--- src/rtl/otter_cu_pkg.sv ---
// Shared types and constants for the OTTER multi-cycle control unit.
package otter_cu_pkg;

  typedef enum logic [6:0] {
    LUI    = 7'b0110111,
    AUIPC  = 7'b0010111,
    JAL    = 7'b1101111,
    JALR   = 7'b1100111,
    BRANCH = 7'b1100011,
    LOAD   = 7'b0000011,
    STORE  = 7'b0100011,
    OP_IMM = 7'b0010011,
    OP_RG3 = 7'b0110011,
    SYS    = 7'b1110011
  } opcode_t;

  typedef enum logic [2:0] {
    INIT,
    FETCH,
    EXEC,
    LOAD_WAIT,
    WB,
    INTR,
    TRAP
  } state_type;

  localparam logic [11:0] MRET_F12 = 12'h302;

endpackage

--- src/rtl/irq_prio_enc.sv ---
// Combinational priority encoder; the lowest set request index wins.
module irq_prio_enc #(
  parameter int unsigned N = 4,
  parameter int unsigned W = (N > 1) ? $clog2(N) : 1
) (
  input  logic [N-1:0] req,
  output logic         valid,
  output logic [W-1:0] idx
);

  always_comb begin
    valid = 1'b0;
    idx   = '0;
    // Scan downwards so the last hit, the lowest index, is what remains.
    for (int i = int'(N) - 1; i >= 0; i--) begin
      if (req[i]) begin
        valid = 1'b1;
        idx   = i[W-1:0];
      end
    end
  end

endmodule

--- src/rtl/otter_cu_fsm_mw.sv ---
// OTTER multi-cycle control unit: fetch/execute/load sequencing with memory
// wait-states, prioritised interrupts, mret decode and illegal-instruction traps.
module otter_cu_fsm_mw
  import otter_cu_pkg::*;
#(
  parameter int unsigned NUM_IRQ  = 4,
  parameter int unsigned MEM_WAIT = 0,
  parameter int unsigned CW       = (NUM_IRQ > 1) ? $clog2(NUM_IRQ) : 1
) (
  input  logic               clk,
  input  logic               RST_N,
  input  logic [6:0]         opcode,
  input  logic [2:0]         func3,
  input  logic [11:0]        func12,
  input  logic [NUM_IRQ-1:0] intr,
  input  logic               mie,
  output logic               pcWrite,
  output logic               regWrite,
  output logic               memWE2,
  output logic               memRDEN1,
  output logic               memRDEN2,
  output logic               reset,
  output logic               csr_WE,
  output logic               int_taken,
  output logic [CW-1:0]      int_cause,
  output logic               illegal,
  output logic               mret_exec
);

  localparam int unsigned    WW   = (MEM_WAIT > 0) ? $clog2(MEM_WAIT + 1) : 1;
  localparam logic [WW-1:0]  WMAX = WW'(MEM_WAIT);

  state_type         state_q, state_d;
  logic [WW-1:0]     wcnt_q, wcnt_d;
  logic [CW-1:0]     cause_q, cause_d;

  logic [NUM_IRQ-1:0] pend;
  logic               pend_valid;
  logic [CW-1:0]      pend_idx;
  logic               complete;
  logic               irq_ok;
  logic               lw_done;

  assign pend = intr & {NUM_IRQ{mie}};

  irq_prio_enc #(
    .N(NUM_IRQ),
    .W(CW)
  ) u_irq_prio_enc (
    .req  (pend),
    .valid(pend_valid),
    .idx  (pend_idx)
  );

  // EXEC already holds memRDEN2 for one cycle, so LOAD_WAIT needs MEM_WAIT more.
  assign lw_done = (MEM_WAIT == 0) || (wcnt_q == WMAX - WW'(1));

  always_comb begin
    state_d   = state_q;
    cause_d   = cause_q;
    complete  = 1'b0;
    irq_ok    = 1'b0;
    pcWrite   = 1'b0;
    regWrite  = 1'b0;
    memWE2    = 1'b0;
    memRDEN1  = 1'b0;
    memRDEN2  = 1'b0;
    reset     = 1'b0;
    csr_WE    = 1'b0;
    int_taken = 1'b0;
    int_cause = '0;
    illegal   = 1'b0;
    mret_exec = 1'b0;

    case (state_q)
      INIT: begin
        reset   = 1'b1;
        state_d = FETCH;
      end
      FETCH: begin
        memRDEN1 = 1'b1;
        if (wcnt_q == WMAX) state_d = EXEC;
      end
      EXEC: begin
        complete = 1'b1;
        irq_ok   = 1'b1;
        case (opcode)
          LUI, AUIPC, OP_IMM, OP_RG3, JAL, JALR: begin
            pcWrite  = 1'b1;
            regWrite = 1'b1;
          end
          BRANCH: pcWrite = 1'b1;
          STORE: begin
            pcWrite = 1'b1;
            memWE2  = 1'b1;
          end
          LOAD: begin
            memRDEN2 = 1'b1;
            complete = 1'b0;
            state_d  = (MEM_WAIT == 0) ? WB : LOAD_WAIT;
          end
          SYS: begin
            if (func3 != 3'd0) begin
              pcWrite  = 1'b1;
              regWrite = 1'b1;
              csr_WE   = 1'b1;
            end else if (func12 == MRET_F12) begin
              pcWrite   = 1'b1;
              mret_exec = 1'b1;
              irq_ok    = 1'b0;
            end else begin
              complete = 1'b0;
              state_d  = TRAP;
            end
          end
          default: begin
            complete = 1'b0;
            state_d  = TRAP;
          end
        endcase
      end
      LOAD_WAIT: begin
        memRDEN2 = 1'b1;
        if (lw_done) state_d = WB;
      end
      WB: begin
        pcWrite  = 1'b1;
        regWrite = 1'b1;
        complete = 1'b1;
        irq_ok   = 1'b1;
      end
      INTR: begin
        int_taken = 1'b1;
        pcWrite   = 1'b1;
        int_cause = cause_q;
        state_d   = FETCH;
      end
      TRAP: begin
        int_taken = 1'b1;
        illegal   = 1'b1;
        pcWrite   = 1'b1;
        state_d   = FETCH;
      end
      default: begin
        reset   = 1'b1;
        state_d = FETCH;
      end
    endcase

    if (complete) begin
      if (irq_ok && pend_valid) begin
        cause_d = pend_idx;
        state_d = INTR;
      end else begin
        state_d = FETCH;
      end
    end
  end

  always_comb begin
    if (state_d != state_q) begin
      wcnt_d = '0;
    end else if (wcnt_q != WMAX) begin
      wcnt_d = wcnt_q + WW'(1);
    end else begin
      wcnt_d = wcnt_q;
    end
  end

  always_ff @(posedge clk or negedge RST_N) begin
    if (!RST_N) begin
      state_q <= INIT;
      wcnt_q  <= '0;
      cause_q <= '0;
    end else begin
      state_q <= state_d;
      wcnt_q  <= wcnt_d;
      cause_q <= cause_d;
    end
  end

endmodule

--- config.mk ---
export PLATFORM = sky130hd
export DESIGN_NAME = otter_cu_fsm_mw
export DESIGN_NICKNAME = d
export VERILOG_FILES = /design/src/rtl/otter_cu_pkg.sv /design/src/rtl/irq_prio_enc.sv /design/src/rtl/otter_cu_fsm_mw.sv
export SDC_FILE = /design/constraint.sdc
export NUM_CORES = 1
export LEC_CHECK = 0
export ABC_AREA = 1
export BUFFER_PORTS_ARGS = -buffer_cell sky130_fd_sc_hd__buf_2
export CAP_MARGIN = 20
export CORE_MARGIN = 10
export CORE_UTILIZATION = 44
export CTS_CLUSTER_SIZE = 40
export DETAILED_ROUTE_END_ITERATION = 7
export PLACE_DENSITY = 0.89
export SLEW_MARGIN = 15
export SYNTH_ARGS = -nofsm -noshare
export SYNTH_HDL_FRONTEND = slang
export SYNTH_SLANG_ARGS = --single-unit
export TNS_END_PERCENT = 1
--- constraint.sdc ---
create_clock -name clk -period 3.6 [get_ports clk]
set_clock_uncertainty 0.2 [all_clocks]
set_input_delay 0.18 -clock clk [delete_from_list [all_inputs] [get_ports clk]]
set_output_delay 0.18 -clock clk [all_outputs]
set_load 0.03 [all_outputs]
==> metrics.txt <==
# clock sinks 5; Pins Over Slew Limit 0; min Tclk post-route 1960 ps; CP Max Fanout 5; hold depth 4; Area contributors post-synth dfrtp_1 (20%), nand2_1 (18%), nor2_1 (11%); Pint 221 uW; port buffer count 40; pin count of the biggest net entering global routing 11; Yosys cell types 22; reg2reg start state_q[0]; drt first pass iters 4; final wirelength 2.13 mm; period utilisation layout 54.5%; Die Wd 58.2 um; fraction of layout cells with a size suffix above 1 38.0%; synth warn 0; Leak 0.551 nW; WS Path Type flop to output port; Async SR Flop Fraction 100%; area occupied by multi-input gates 425 um^2; CP startpoint kind flop; clock slew at reported path FFs 40 ps; # IOs 41; endpoints failing hold 0; Layout area overhead 38.7%; dominant cell type by area after synthesis dfrtp_1; CTS H-tree depth 1; HPWL after DPL 1.87 mm; Required @ worst endpoint 3220 ps; clock share of power 13.6%; Yosys top cell area share 19.5%; Hold Crit Class input pin to flop; Worst R2R End cause_q[1]; Data arrival, critical path 1580 ps; WL/cell 12.3 um; Gate power share 62.6%; Root Buffer clkbuf_4; Cell Area, Synth 641 um^2; vias per inst 5.05; Post-synth top cells nand2_1 (30), nor2_1 (19), inv_1 (17), nand3_1 (7), nand2_2 (6); RSZ-0062 raised after global routing no; Syn Inst Count 114; max_slew headroom 74.8%; syn_area_per_cell 5.62 um^2; vias in the first global route 876; top_reg_cell synth dfrtp_1; DR iter-0 viols 22; gr usage total 13.1%; Nets 188; Vias 874; R2R Setup Slk 2020 ps; number of fill cells 135; Final setup viols 0; register area share after synthesis 19.5%; outcome completed; Placer Congestion 0.810; total die area 3380 um^2; WHS Endpoint cause_q[1]; FMAX 510 MHz; Core Box Area 1330 um^2; gr ovfl total 0; syn nets 143; dpl cell area 852 um^2; Register Area 125 um^2; first-pass GRT wire length 3.70 mm; number of diodes 0; crit path from state_q[0]; row count 13; final core utilization 66.6%; Sequential Power Share 23.8%; initial antenna violation count 0; Post-synth EDFFs 0; Total Neg Setup Slack 0 ps; Yosys reg bits 5; PostCTS Resize Cnt 0; Slew @ Worst Pin 374 ps; reg2reg path depth 10; CTS tree yes; Hold Crit Start intr[1]; ANT nets after route 0; clock buffer count from CTS 3; Sw Share 55.0%; sw power 269 uW; DRC viols 0; PD cells 551 nW/um^2; worst-skew pair later-pin latency 240 ps; die span in y 58.2 um; Final Instance Area 888 um^2; total power 490 uW; MaxCap Viol Count 0; Initial Util 48.0%; clk buf depth 2; Setup crit end kind output port; most common cell in the netlist nand2_1; VDD IR-drop max 0.256 mV
[critical path, cell delays in order (launching register included)]
cell	delay (ps)
dfrtp_1	390
inv_1	110
nand2_2	90
nor2_4	140
inv_2	80
nor3_1	200
nand3b_1	130
buf_2	200
[cells by family after synthesis]
logic type             Yosys count  share of synthesized area, %
buffers and inverters           23                          14.1
AND/OR/NAND/NOR                 75                          56.6
AO/OA/AOI/OAI                   11                          9.77
flip-flops                       5                          19.5
[timing repair]
action,in CTS,in global routing
hold endpoints to repair,5,0
buffers inserted,0,0
hold buffers,1,0
[power by group through the flow]
stage	clock network (mW)	logic [mW]	registers, mW
after floorplan	0	0.236	0.0985
after global placement	0	0.293	0.114
after detailed placement	0	0.302	0.116
after CTS	0.0648	0.307	0.116
after global routing	0.0721	0.340	0.120
final	0.0664	0.307	0.117
[registers in the layout (all words and copies together), names as in the netlist]
register and count:
state_q 3, cause_q 2
[metal layers]
layer,track usage (%),wire (um)
met5,0,0
met2,24.7,1220
met4,3.69,14
met1,12.6,745
met3,5.23,147
[area by class of cell]
class                      instances  area share (%)
clock buffer                       4            2.96
inverter                          22            9.30
timing repair buffer              41            23.7
tap                               15            2.11
multi-input combinational         86            47.9
sequential                         5            14.1
[metrics by stage]
step	hold WS [ps]	setup slack, ps	cells
finish	52.7	1640	173
global placement	-207	1970	168
global route	76.6	1570	173
CTS	57.4	1640	173
floorplan	-316	1400	114
detailed placement	-202	1910	168
[cells in the final DEF (no fill, tap or decap)]
cell type and n:
dlygate4sd3_1 1, nand3_4 1, inv_2 4, nor2_1 19, nand2_2 6, buf_2 40
nor3_1 5, o21ai_0 3, nor3_2 1, nor4_1 1, nor2_4 2, clkbuf_4 3
a21oi_2 1, dfrtp_1 5, nor2_2 1, a21oi_1 5, nand2_1 30, clkinv_1 1
inv_1 17, o21bai_1 1, clkbuf_1 1, nand2_4 1, nand3b_1 1, o22ai_1 1
nand3_1 7
[worst max-delay path by stage]
stage               end  slack [ps]  depth (start not counted)
2_1_floorplan  regWrite        1400                          6
3_3_place_gp   regWrite        1970                          5
3_5_place_dp   regWrite        1910                          7
4_1_cts        regWrite        1640                          7
5_1_grt        regWrite        1570                          7
6_report       regWrite        1640                          7
Note: power is estimated with default switching activity, not from simulation.
